$ cat config.mk
export PLATFORM = sky130hd
export DESIGN_NAME = pc_branch_unit
export DESIGN_NICKNAME = d
export VERILOG_FILES = /design/src/rtl/manquehuito_pkg.sv /design/src/rtl/branch_cond.sv /design/src/rtl/pc_branch_unit.sv
export SDC_FILE = /design/constraint.sdc
export NUM_CORES = 1
export LEC_CHECK = 0
export CORE_MARGIN = 10
export CORE_UTILIZATION = 42
export CTS_CLUSTER_SIZE = 25
export DETAILED_ROUTE_END_ITERATION = 12
export PLACE_DENSITY = 0.76
export SLEW_MARGIN = 15
export SYNTH_ARGS = -nofsm -noshare
export SYNTH_HDL_FRONTEND = slang
export SYNTH_SLANG_ARGS = --single-unit
$ cat constraint.sdc
create_clock -name clk_i -period 2.3 [get_ports clk_i]
set_input_delay 0.46 -clock clk_i [delete_from_list [all_inputs] [get_ports clk_i]]
set_output_delay 0.46 -clock clk_i [all_outputs]
set_load 0.03 [all_outputs]
$ cat src/rtl/manquehuito_pkg.sv
// Shared types and constants for the PC/branch unit: condition codes, FSM states
// and bit positions inside the {Z, N, C, V} flag vector.
package manquehuito_pkg;

  typedef enum logic [2:0] {
    JMP = 3'b000,
    JEQ = 3'b001,
    JNE = 3'b010,
    JGT = 3'b011,
    JGE = 3'b100,
    JLT = 3'b101,
    JLE = 3'b110,
    JCS = 3'b111
  } jmp_cond_e;

  typedef enum logic {
    RUN   = 1'b0,
    FLUSH = 1'b1
  } pcb_state_e;

  localparam int FLAG_Z = 3;
  localparam int FLAG_N = 2;
  localparam int FLAG_C = 1;
  localparam int FLAG_V = 0;

endpackage

$ cat src/rtl/branch_cond.sv
// Pure combinational evaluation of a jump condition against a {Z, N, C, V} flag set
// produced by a subtraction a-b.
module branch_cond
  import manquehuito_pkg::*;
(
  input  jmp_cond_e  cond,
  input  logic [3:0] flags,
  output logic       taken
);

  logic z;
  logic n;
  logic c;
  logic v;
  logic lt;

  assign z  = flags[FLAG_Z];
  assign n  = flags[FLAG_N];
  assign c  = flags[FLAG_C];
  assign v  = flags[FLAG_V];
  // Signed less-than after a-b is N xor V (sign corrected for overflow).
  assign lt = n ^ v;

  always_comb begin
    taken = 1'b0;
    case (cond)
      JMP:     taken = 1'b1;
      JEQ:     taken = z;
      JNE:     taken = ~z;
      JGT:     taken = ~z & ~lt;
      JGE:     taken = ~lt;
      JLT:     taken = lt;
      JLE:     taken = z | lt;
      JCS:     taken = c;
      default: taken = 1'b0;
    endcase
  end

endmodule

$ cat src/rtl/pc_branch_unit.sv
// Program counter with status register, forwarded conditional-jump resolution and
// a one-instruction wrong-path squash after every taken jump.
module pc_branch_unit
  import manquehuito_pkg::*;
#(
  parameter int                  PC_WIDTH = 8,
  parameter logic [PC_WIDTH-1:0] RESET_PC = '0
) (
  input  logic                clk_i,
  input  logic                rst_i,
  input  logic                stall_i,
  input  logic                flags_we_i,
  input  logic [3:0]          zncv_i,
  input  logic                jmp_valid_i,
  input  logic [2:0]          jmp_cond_i,
  input  logic [PC_WIDTH-1:0] jmp_target_i,
  output logic [PC_WIDTH-1:0] pc_o,
  output logic [3:0]          zncv_o,
  output logic                taken_o,
  output logic                flush_o
);

  pcb_state_e          state_reg;
  pcb_state_e          state_next;
  logic [PC_WIDTH-1:0] pc_reg;
  logic [PC_WIDTH-1:0] pc_next;
  logic [3:0]          zncv_reg;
  logic [3:0]          zncv_next;
  logic                flush_reg;
  logic [3:0]          eff_flags;
  logic                cond_true;
  logic                taken;

  // Same-cycle flag write is forwarded so a compare can be followed directly by a jump.
  assign eff_flags = flags_we_i ? zncv_i : zncv_reg;

  branch_cond u_branch_cond (
    .cond  (jmp_cond_e'(jmp_cond_i)),
    .flags (eff_flags),
    .taken (cond_true)
  );

  always_comb begin
    state_next = state_reg;
    pc_next    = pc_reg;
    zncv_next  = zncv_reg;
    taken      = 1'b0;
    case (state_reg)
      RUN: begin
        // The flag producer has already executed, so a stall does not block its write.
        if (flags_we_i) begin
          zncv_next = zncv_i;
        end
        if (!stall_i) begin
          if (jmp_valid_i && cond_true) begin
            taken      = 1'b1;
            pc_next    = jmp_target_i;
            state_next = FLUSH;
          end else begin
            pc_next = pc_reg + PC_WIDTH'(1);
          end
        end
      end
      FLUSH: begin
        if (!stall_i) begin
          pc_next    = pc_reg + PC_WIDTH'(1);
          state_next = RUN;
        end
      end
      default: state_next = RUN;
    endcase
    if (rst_i) begin
      taken = 1'b0;
    end
  end

  always_ff @(posedge clk_i) begin
    if (rst_i) begin
      state_reg <= RUN;
      pc_reg    <= RESET_PC;
      zncv_reg  <= 4'b0000;
      flush_reg <= 1'b0;
    end else begin
      state_reg <= state_next;
      pc_reg    <= pc_next;
      zncv_reg  <= zncv_next;
      flush_reg <= (state_next == FLUSH);
    end
  end

  assign pc_o    = pc_reg;
  assign zncv_o  = zncv_reg;
  assign flush_o = flush_reg;
  assign taken_o = taken;

endmodule

-- Word level (Yosys, flattened, before mapping)
Cells that the tools add are included.
- flip-flop bits (word level): 13
- input port bits: 20
- output and inout port bits: 14
- word-level logic and storage cells: 34
- $add $sub $neg: 1
- equal/unequal tests: 9
- mux-type cells: 12
- bitwise operators: 6
- reduce and logical (&&, ||, !) cells: 3
- operators by type and width (cell ; number):
    $mux 8 ; 3
    $pmux 8 s2 ; 1
    $eq 3x3->1 const B ; 4
    $add 8x1->8 const B ; 1
    $pmux 1 s8 ; 1
    $eq 3x2->1 const B ; 2
    $mux 1 ; 5
    $mux 4 ; 1
    $ne 2x2->1 const B ; 2
    $eq 3x1->1 const B ; 1
    $logic_not 3->1 ; 1
    $not 1->1 ; 3
    $pmux 1 s2 ; 1
    $reduce_and 2->1 ; 1
    $and 1x1->1 ; 1
    $logic_and 1x1->1 ; 1
    $or 1x1->1 ; 1
    $xor 1x1->1 ; 1

-- Depth between registers and ports, before layout
Gate-level depths: netlist of run 1.
- depth after elaboration: 10
- mapped depth: 8

-- By module
From an unflattened synthesis of run 1, not the netlist that was laid out.
- cell total of the unflattened synthesis: 96
- area total of the unflattened synthesis: 845.8 µm²
- by module, submodules not included (module ; instances ; cells an instance ; area each (µm²) ; sequential area each (µm²)):
    pc_branch_unit ; 1 ; 84 ; 755.7 ; 260.2
    branch_cond ; 1 ; 12 ; 90.1 ; 0.0

-- Least setup slack after synthesis of run 1
Ideal clock, no wire load.
- kind: register to output
- start: reg zncv_reg[3], in the netlist zncv_o[3]
- end: out taken_o
- arrival: 2129 ps
- setup slack: -289 ps
- stages on the path, launching flop included: 7
- cell sequence: dfxtp_1 > nor2_1 > a2111oi_0 > o2bb2ai_1 > a211oi_4 > buf_6 > nor3_1
- cells in the longest elaborated chain, start to end: 9
- elaborated cells between the ends (all ways): 10
- those cells by class: mux: 6; bitwise: 3; reduce/logical: 1
- ends and longest elaborated chain (element ; line ; text):
    from (decl) ; pc_branch_unit.sv:27 ; logic [3:0] zncv_reg;
    from (signal assigned) ; pc_branch_unit.sv:86 ; zncv_reg <= zncv_next;
    $mux 4 (*) ; - ;
    $not 1->1 ; branch_cond.sv:29, branch_cond.sv:30 ;
    $and 1x1->1 ; branch_cond.sv:30 ; JGT: taken = ~z & ~lt;
    $pmux 1 s8 (*) ; branch_cond.sv:26 ; case (cond)
    $logic_and 1x1->1 (*) ; pc_branch_unit.sv:55 ; if (jmp_valid_i && cond_true) begin
    $mux 1 (*) ; pc_branch_unit.sv:55 ;
    $mux 1 (*) ; pc_branch_unit.sv:54 ; if (!stall_i) begin
    $mux 1 (*) ; pc_branch_unit.sv:48 ; case (state_reg)
    $mux 1 (*) ; pc_branch_unit.sv:72 ; if (rst_i) begin
    to (decl) ; pc_branch_unit.sv:19 ; output logic taken_o,
Every way passes the cells marked *; elsewhere a longest branch is shown, timed or not.

-- Final worst setup path of run 1
- start: in zncv_i[2]
- end: out taken_o
- cells in the longest elaborated chain, start to end: 10
- elaborated cells between the ends (all ways): 11
- those cells by class: mux: 6; bitwise: 4; reduce/logical: 1
- ends and longest elaborated chain (element ; line ; text):
    from (decl) ; pc_branch_unit.sv:13 ; input logic [3:0] zncv_i,
    $mux 4 (*) ; - ;
    $xor 1x1->1 (*) ; branch_cond.sv:22 ; assign lt = n ^ v;
    $not 1->1 ; branch_cond.sv:30, branch_cond.sv:31 ;
    $and 1x1->1 ; branch_cond.sv:30 ;
    $pmux 1 s8 (*) ; branch_cond.sv:26 ;
    $logic_and 1x1->1 (*) ; pc_branch_unit.sv:55 ;
    $mux 1 (*) ; pc_branch_unit.sv:55 ;
    $mux 1 (*) ; pc_branch_unit.sv:54 ;
    $mux 1 (*) ; pc_branch_unit.sv:48 ;
    $mux 1 (*) ; pc_branch_unit.sv:72 ;
Marks and branches as above.

==> impl_results.md, run 1 <==
- Layout cells sized above 1: 0.242
- CTS buffer count: 3
- GRT Resource Usage Total: 0.112
- CTS tree: built
- #FFs+latches synth: 13
- CTS root buf: clkbuf_4
- RSZ-0062 raised after global routing: no
- Post-Syn Instances: 101
- Power per standard cell area: 487 nW/um2
- Routed length per instance: 13.7 um
- Yosys warns: 0
- Largest net degree at the start of global routing: 14
- Crit. End Element: output pin
- Ys flop type: dfxtp_1
- Grt total ovfl: 0
- Die height: 65.3 um
- Max VDD drop: 0.407 mV
- Pins Over Slew Limit: 0
- Initial core utilization: 0.439
- Max Cap Viol: 0
- Placer Congestion: 0.750
- Final setup vio count: 0
- Vias/cell: 5.14
- Post-DRT Antenna Nets: 0
- Cell area after layout: 1390 um2
- Worst-path clk slew: 0.08 ns
- Post-Syn Area per Cell: 8.52 um2
- DIE WIDTH: 65.3 um
- Final hold violation count: 0
- # rows: 16
- Fin crit period: 2.24 ns
- Hpwl dp: 1870 um
- Most frequent cells after synthesis: dfxtp_1, nand2_1, nor2_1
- Total Die Area: 4260 um2
- CP startpoint kind: primary input
- Synth area leader: dfxtp_1
- Fmax: 446 MHz
- Top area cells in the synthesized netlist: dfxtp_1, mux2i_1, nand2_1, nor2_1, nand3b_1
- EDFF count, synth: 0
- Clk Latency, worst-skew pair: 0.27 ns
- Placement Cell Area: 1290 um2
- Synth top area share: 0.302
- CTS Hold Bufs: 0
- Initial antenna violation count: 0
- Ant diodes: 0
- Overall Power: 0.000677 W
- Sequential fraction of the synthesis area: 0.302
- Final wirelength: 2410 um
- Vias in the first global route: 885
- CP Class: primary input to output pin
- Post-synthesis cell area: 861 um2
- Synth async-reset ratio: 0
- Io pins: 34
- Crit-path max FO: 2
- DR DRC count: 0
- Post-synth cell types: 32
- Status: completed
- First-pass GRT wire length: 4000 um
- Layout fillers: 177
- CTS Buffer Depth: 2
- Area delta synth->final: 61.5%
- Total number of vias: 905
- Pleak: 0.554 nW
- H-tree levels: 1
- Core footprint: 1960 um2
- Reg area: 260 um2
- HP Class: flip-flop to flip-flop
- Multi-input gate area: 624 um2
- Clock sink total: 13
- Iter 0 DRT Violations: 30
- Arr. time, crit path: 1.78 ns
- Tcrit/Tclk final: 0.975
- Syn Nets: 122
- Final Skew: 0.00100 ns
- Max_slew headroom: 0.759
- Port Buf Inserts: 33
- First-pass iteration count of the detailed router: 4
- Worst Max-Slew Pin Slew: 0.361 ns
- Layout Nets: 171
- CP required: 1.84 ns
-- layout make-up --
type	instances	share of cell area
multi-input cells	82	0.449
inverters	1	0.00270
flip-flops and latches	13	0.187
repair buffers	49	0.317
well taps	27	0.0243
clock inverters	1	0.00360
clock buffers	3	0.0162
-- flip-flops by register name, summed over array words and instances, names as in the netlist --
signal and cells:
zncv_o 4, flush_o 1, pc_o 8
-- metrics by stage --
stage               setup TNS (ns)   util  cells  hold WS, ns  setup WS (ns)
floorplan                        0      -    101        0.525         0.0896
global placement             -2.75  0.658    168        0.492         -0.363
detailed placement           -3.34  0.658    168        0.506         -0.424
CTS                              0  0.707    175        0.518         0.0138
global route                     0  0.709    176        0.551        0.00620
finish                           0  0.709    176        0.514         0.0573
-- where the power goes --
part           switching (W)  internal (W)
clock              0.0000747     0.0000645
combinational       0.000130      0.000141
sequential         0.0000219      0.000244
-- kinds of logic after synthesis --
kind of cell / count (synthesis) / synth area share
multiplexers: 12 / 0.158
flip-flops: 13 / 0.302
adder cells (fa/ha/maj): 1 / 0.0145
buffers and inverters: 6 / 0.0436
AO/OA/AOI/OAI: 19 / 0.163
AND/OR/NAND/NOR: 47 / 0.288
XOR/XNOR: 3 / 0.0305
-- cell usage in the layout, fill, tap and decap left out, types with 2 or more instances in the layout --
| cell | synthesis | final |
|---|---|---|
| buf_4 | 0 | 16 |
| nor2_1 | 12 | 12 |
| and3_1 | 2 | 2 |
| mux2_2 | 3 | 3 |
| dlygate4sd2_1 | 0 | 7 |
| clkbuf_4 | 0 | 3 |
| clkdlybuf4s50_1 | 0 | 23 |
| nor3b_1 | 2 | 2 |
| xnor2_2 | 0 | 3 |
| nand3b_1 | 5 | 5 |
| mux2i_1 | 8 | 8 |
| nor2b_1 | 2 | 2 |
| nand2_1 | 13 | 12 |
| dfxtp_1 | 13 | 13 |
| nand3_1 | 2 | 2 |
| a21oi_1 | 4 | 4 |
| a31oi_1 | 5 | 5 |
| o21ai_0 | 3 | 3 |
| nor3_1 | 4 | 3 |
-- metal layers --
metal  up-vias  global-route usage  wire, um
li1        461                   -         -
met2        30               0.188      1110
met3         2              0.0407       156
met4         0              0.0321         8
met5         -                   0         0
met1       412               0.130      1140
-- worst max-delay path, cell delays in order --
cell and delay (ns):
dlygate4sd2_1 0.27, xnor2_2 0.18, mux2i_1 0.10, buf_4 0.16, xnor2_2 0.14, a211oi_4 0.27
nor3_4 0.06, buf_6 0.15
-- timing repair --
item                                    4_1_cts  5_1_grt
gates cloned                                  0        0
endpoints found under the setup margin        8        1
gates resized for setup                      19        3
endpoints found under the hold margin         0        0
pin swaps                                     5        5
setup buffers                                 3        1
-- worst paths after layout --
check	from	end	slack [ns]	cells past startpoint
hold reg to reg	pc_o[7]	pc_o[7]	0.51	2
setup reg to reg	zncv_o[0]	pc_o[7]	0.25	9
setup / recovery	zncv_i[2]	taken_o	0.06	8
hold / removal	pc_o[7]	pc_o[7]	0.51	2
(Power assumes the default switching activity.)
==> inputs of run 2 (changes only) <==
- CORE_MARGIN: 10 -> 2
- RECOVER_POWER: default -> 50
==> run 2 against run 1 <==
Against the previous run: via count up 1.9%; setup slack worse by 0.016 ns; sequential share of layout area up 0.25 points; clock skew up 0.0052 ns; clock power up 4%; final area down 0.36%; combinational power about the same; register-to-register slack worse by 0.02 ns; critical path type unchanged.
==> impl_results.md, run 2 (same netlist as run 1, synthesis figures left out) <==
- Status: completed (unchanged)
- First-pass iteration count of the detailed router: 4 (unchanged)
- Pins Over Slew Limit: 0 (unchanged)
- Final setup vio count: 0 (unchanged)
- CTS root buf: clkbuf_4 (unchanged)
- Vias/cell: 5.30 (was 5.14)
- Initial antenna violation count: 0 (unchanged)
- Power per standard cell area: 491 nW/um2 (was 487 nW/um2)
- CTS Hold Bufs: 0 (unchanged)
- Grt total ovfl: 0 (unchanged)
- Most common cell after layout, fill and taps aside: clkdlybuf4s50_1 (unchanged)
- Die height: 49.3 um (was 65.3 um)
- Pleak: 0.547 nW (was 0.554 nW)
- Worst-path clk slew: 0.08 ns (about the same)
- Core footprint: 1940 um2 (was 1960 um2)
- Clock sink total: 13 (unchanged)
- Arr. time, crit path: 1.80 ns (was 1.78 ns)
- DIE WIDTH: 49.3 um (was 65.3 um)
- Final wirelength: 2300 um (was 2410 um)
- CP required: 1.84 ns (about the same)
- Post-DRT Antenna Nets: 0 (unchanged)
- Layout Nets: 169 (was 171)
- Final hold violation count: 0 (unchanged)
- GRT Resource Usage Total: 0.200 (was 0.112)
- CP Class: primary input to output pin (unchanged)
- Fin crit period: 2.26 ns (was 2.24 ns)
- Largest net degree at the start of global routing: 14 (unchanged)
- Cell area after layout: 1390 um2 (about the same)
- Layout cells sized above 1: 0.259 (was 0.242)
- Initial core utilization: 0.443 (was 0.439)
- Overall Power: 0.000680 W (was 0.000677 W)
- Max Cap Viol: 0 (unchanged)
- Clk Latency, worst-skew pair: 0.28 ns (was 0.27 ns)
- Final Skew: 0.00618 ns (was 0.00100 ns)
- CTS Buffer Depth: 2 (unchanged)
- Crit. End Element: output pin (unchanged)
- Crit-path max FO: 5 (was 2)
- Fmax: 443 MHz (was 446 MHz)
- CTS tree: built (unchanged)
- Routed length per instance: 13.2 um (was 13.7 um)
- WHS: 0.488 ns (was 0.514 ns)
- DR DRC count: 0 (unchanged)
- CP startpoint kind: primary input (unchanged)
- Area delta synth->final: 60.9% (was 61.5%)
- Total number of vias: 922 (was 905)
- Iter 0 DRT Violations: 8 (was 30)
- Total Die Area: 2430 um2 (was 4260 um2)
- Layout fillers: 163 (was 177)
- Worst Max-Slew Pin Slew: 0.604 ns (was 0.361 ns)
- # rows: 16 (unchanged)
- Most frequent cells in the layout: clkdlybuf4s50_1, nor2_1, nand2_1, buf_4, dfxtp_1 (was clkdlybuf4s50_1, buf_4, dfxtp_1)
- Io pins: 34 (unchanged)
- Ant diodes: 0 (unchanged)
- Placement Cell Area: 1270 um2 (was 1290 um2)
- Port Buf Inserts: 33 (unchanged)
- Hpwl dp: 1700 um (was 1870 um)
- CTS buffer count: 3 (unchanged)
- Tcrit/Tclk final: 0.982 (was 0.975)
- Max_slew headroom: 0.598 (was 0.759)
- Vias in the first global route: 894 (was 885)
- First-pass GRT wire length: 3830 um (was 4000 um)
- Largest register FFs: 8 (unchanged)
- Placer Congestion: 0.736 (was 0.750)
- Max VDD drop: 0.385 mV (was 0.407 mV)
- HP Class: primary input to flip-flop (was flip-flop to flip-flop)
- H-tree levels: 1 (unchanged)
==> run 2: changes by cell type in the layout (fill, tap and decap cells not counted), sizes merged <==
cell	before	now
buf	18	14
clkbuf	3	7
clkdlybuf4s15	0	1
clkdlybuf4s50	23	17
clkinv	2	1
dlygate4sd2	7	5
dlygate4sd3	0	7
dlymetal6s2s	1	0
==> run 2: final timing paths <==
path,endpoint,start,depth (start not counted),slack (ns)
setup reg to reg,pc_o[4],zncv_o[0],9,0.23
hold reg to reg,pc_o[7],pc_o[7],2,0.52
hold / removal,zncv_o[2],zncv_i[2],3,0.49
setup / recovery,taken_o,flags_we_i,8,0.04
==> run 2: critical path: stages <==
cell and delay [ns]:
clkdlybuf4s15_1 0.18, buf_6 0.13, mux2i_1 0.26, nor3_2 0.08
a22o_1 0.26, a211oi_4 0.23, nor3_4 0.05, buf_6 0.15
==> run 2: routing by layer <==
metal,up-vias,share of wire,global-route usage,wire length [um]
li1,456,-,-,-
met1,431,0.41,0.234,953
met2,33,0.52,0.356,1200
met3,2,0.055,0.0399,126
met4,0,0.0078,0.0714,18
met5,-,0,0,0
==> run 2: area by class of cell <==
type                       count  area [um2]  share of cell area
timing repair buffer          47         420               0.304
tap                           27        33.8              0.0244
clock buffer                   4        26.3              0.0190
multi-input combinational     82         638               0.461
sequential                    13         263               0.190
inverter                       1        3.75             0.00271
==> run 2: repair_timing <==
action | 4_1_cts | 5_1_grt
pin swaps | 6 | 4
endpoints found under the setup margin | 4 | 1
resized for setup | 18 | 10
gates cloned | 0 | 0
buffers inserted | 2 | 2
==> run 2: through the flow <==
stage                      util  instances  setup TNS [ns]  worst slack, ns
after floorplan               -        101               0           0.0896
after global placement    0.657        166           -2.09           -0.282
after detailed placement  0.657        166           -2.50           -0.321
after CTS                 0.701        172               0         0.000950
after global routing      0.713        174         -0.0209          -0.0209
final                     0.713        174               0           0.0414
==> run 2: where the power goes <==
group	internal (W)	total, W	switching, W	leakage [nW]
clock network	0.0000673	0.000144	0.0000768	0.0150
logic	0.000136	0.000269	0.000132	0.424
registers	0.000245	0.000267	0.0000224	0.107
==> inputs of run 3 (changes only) <==
- SKIP_CTS_REPAIR_TIMING: default -> 1
==> run 3 against run 2 <==
Against the previous run: first-iteration DRC count down 25%; combinational power rose by 4%; via count is 1.3% higher; sequential power hardly changed; sequential share of layout area shrank 0.87 points; power up 2.0%; critical path type unchanged; critical endpoint unchanged.
==> impl_results.md, run 3 (same netlist as run 1, synthesis figures left out) <==
- Register-to-Register Path Depth: 9 (unchanged)
- Largest net degree at the start of global routing: 14 (unchanged)
- Arr. time, crit path: 1.79 ns (was 1.80 ns)
- Slowest cell on the critical path: mux2i_4 (was mux2i_1)
- CTS buffer count: 3 (unchanged)
- Layout Nets: 169 (unchanged)
- CP required: 1.84 ns (about the same)
- Grt total ovfl: 0 (unchanged)
- First-pass GRT wire length: 3710 um (was 3830 um)
- Most frequent cells in the layout: clkdlybuf4s50_1, dfxtp_1, nor2_1, nand2_1, buf_4 (was clkdlybuf4s50_1, nor2_1, nand2_1, buf_4, dfxtp_1)
- Crit. End Element: output pin (unchanged)
- Iter 0 DRT Violations: 6 (was 8)
- Switching pwr: 0.000238 W (was 0.000231 W)
- CP startpoint kind: primary input (unchanged)
- DP Cell Count: 166 (unchanged)
- Worst-path cell chain: dlymetal6s2s_1 -> buf_6 -> mux2i_4 -> mux2i_1 -> a22o_1 -> a211oi_4 -> nor3_4 -> buf_6 (was clkdlybuf4s15_1 -> buf_6 -> mux2i_1 -> nor3_2 -> a22o_1 -> a211oi_4 -> nor3_4 -> buf_6)
- CP Class: primary input to output pin (unchanged)
- Share of total power in the clock network: 0.210 (was 0.212)
- Vias in the first global route: 887 (was 894)
- HP Class: primary input to flip-flop (unchanged)
- Largest register FFs: 8 (unchanged)
- Cell area after layout: 1440 um2 (was 1390 um2)
- WHS Path Cells: 3 (unchanged)
- # rows: 16 (unchanged)
- Pins Over Slew Limit: 0 (unchanged)
- Most used cell, CP: buf_6 (unchanged)
- Status: completed (unchanged)
- DIE WIDTH: 49.3 um (unchanged)
- GRT Resource Usage Total: 0.193 (was 0.200)
- H-tree levels: 1 (unchanged)
- Initial antenna violation count: 0 (unchanged)
- Ant diodes: 0 (unchanged)
- Port Buf Inserts: 33 (unchanged)
- Io pins: 34 (unchanged)
- First-pass iteration count of the detailed router: 4 (unchanged)
- DR DRC count: 0 (unchanged)
- Die height: 49.3 um (unchanged)
- Logic pwr share: 0.405 (was 0.395)
- Placement Cell Area: 1270 um2 (unchanged)
- Final wirelength: 2520 um (was 2300 um)
- Max_slew headroom: 0.591 (was 0.598)
- Final hold violation count: 0 (unchanged)
- Area delta synth->final: 67.0% (was 60.9%)
- Fin crit period: 2.25 ns (was 2.26 ns)
- Pleak: 0.610 nW (was 0.547 nW)
- CTS root buf: clkbuf_4 (unchanged)
- CP bufs+invs: 3 (unchanged)
- Total Die Area: 2430 um2 (unchanged)
- Post-DRT Antenna Nets: 0 (unchanged)
- Vias/cell: 5.37 (was 5.30)
- Final setup vio count: 0 (unchanged)
- Tcrit/Tclk final: 0.978 (was 0.982)
- Setup_tns: 0 ns (unchanged)
- Layout cells sized above 1: 0.238 (was 0.259)
- Worst Max-Slew Pin Slew: 0.614 ns (was 0.604 ns)
- Final Skew: 0.00212 ns (was 0.00618 ns)
- Clk Latency, worst-skew pair: 0.28 ns (about the same)
- Fmax: 445 MHz (was 443 MHz)
- CP Depth: 8 (unchanged)
- Crit path max-delay family: compound AO/OA/AOI/OAI gates (unchanged)
- Routed length per instance: 14.5 um (was 13.2 um)
- Post-Layout Cell Count: 174 (unchanged)
- Power per standard cell area: 482 nW/um2 (was 491 nW/um2)
- Layout fillers: 148 (was 163)
- WHS: 0.473 ns (was 0.488 ns)
- Initial core utilization: 0.443 (unchanged)
- Total number of vias: 934 (was 922)
- Max VDD drop: 0.355 mV (was 0.385 mV)
- Max Cap Viol: 0 (unchanged)
- Core footprint: 1940 um2 (unchanged)
- Switching Fraction: 0.343 (was 0.340)
- Crit-path max FO: 6 (was 5)
- Worst-path clk slew: 0.08 ns (about the same)
- Clock sink total: 13 (unchanged)
- CTS tree: built (unchanged)
- Most common cell after layout, fill and taps aside: clkdlybuf4s50_1 (unchanged)
- Sequential power share: 0.385 (was 0.393)
- CTS Buffer Depth: 2 (unchanged)
- CP peak stage delay: 0.27 ns (was 0.26 ns)
- Hpwl dp: 1700 um (unchanged)
- Cell Int Power: 0.000455 W (was 0.000448 W)
- Placer Congestion: 0.736 (unchanged)
run 3: cell count changes in the layout (fill, tap and decap cells not counted), moves of 2 or more:
| cell | before | now |
|---|---|---|
| clkbuf_2 | 2 | 0 |
| dlygate4sd3_1 | 7 | 2 |
| clkdlybuf4s50_1 | 17 | 21 |
| dlygate4sd2_1 | 5 | 0 |
| dfxtp_1 | 11 | 13 |
| dlymetal6s2s_1 | 0 | 9 |
| dfxtp_2 | 2 | 0 |
run 3: tightest hold or removal path: stages:
cell	delay, ns
dlymetal6s2s_1	0.11
mux2i_1	0.08
nor2_1	0.07
run 3: layer usage:
layer,part of all wire,track usage,vias to the layer above
met5,0,0,-
met3,0.040,0.0399,2
met4,0.0071,0.0714,0
met1,0.43,0.223,441
li1,-,-,458
met2,0.52,0.347,33
run 3: power groups by stage:
stage	logic, W	clock network, W	registers, W
after floorplan	0.000106	0	0.000305
after global placement	0.000245	0	0.000270
after detailed placement	0.000249	0	0.000271
after CTS	0.000250	0.000148	0.000266
after global routing	0.000300	0.000159	0.000270
final	0.000281	0.000145	0.000267
run 3: final cells by class:
| class | count | area [um2] | area share |
|---|---|---|---|
| multi-input combinational | 82 | 654 | 0.455 |
| clock buffer | 4 | 26.3 | 0.0183 |
| tap | 27 | 33.8 | 0.0235 |
| inverter | 1 | 3.75 | 0.00261 |
| timing repair buffer | 47 | 459 | 0.319 |
| sequential | 13 | 260 | 0.181 |
run 3: final timing paths:
check | endpoint | start | slack (ns)
worst min-delay path | zncv_o[1] | zncv_i[1] | 0.47
worst max register to register | pc_o[3] | zncv_o[0] | 0.12
worst max-delay path | taken_o | flags_we_i | 0.05
worst min register to register | pc_o[7] | pc_o[7] | 0.52
run 3: stage by stage:
step | setup slack (ns) | total power [W] | util
2_1_floorplan | 0.0896 | 0.000411 | -
3_3_place_gp | -0.282 | 0.000515 | 0.657
3_5_place_dp | -0.321 | 0.000520 | 0.657
4_1_cts | -0.326 | 0.000663 | 0.670
5_1_grt | -0.0332 | 0.000729 | 0.740
6_report | 0.0508 | 0.000693 | 0.740
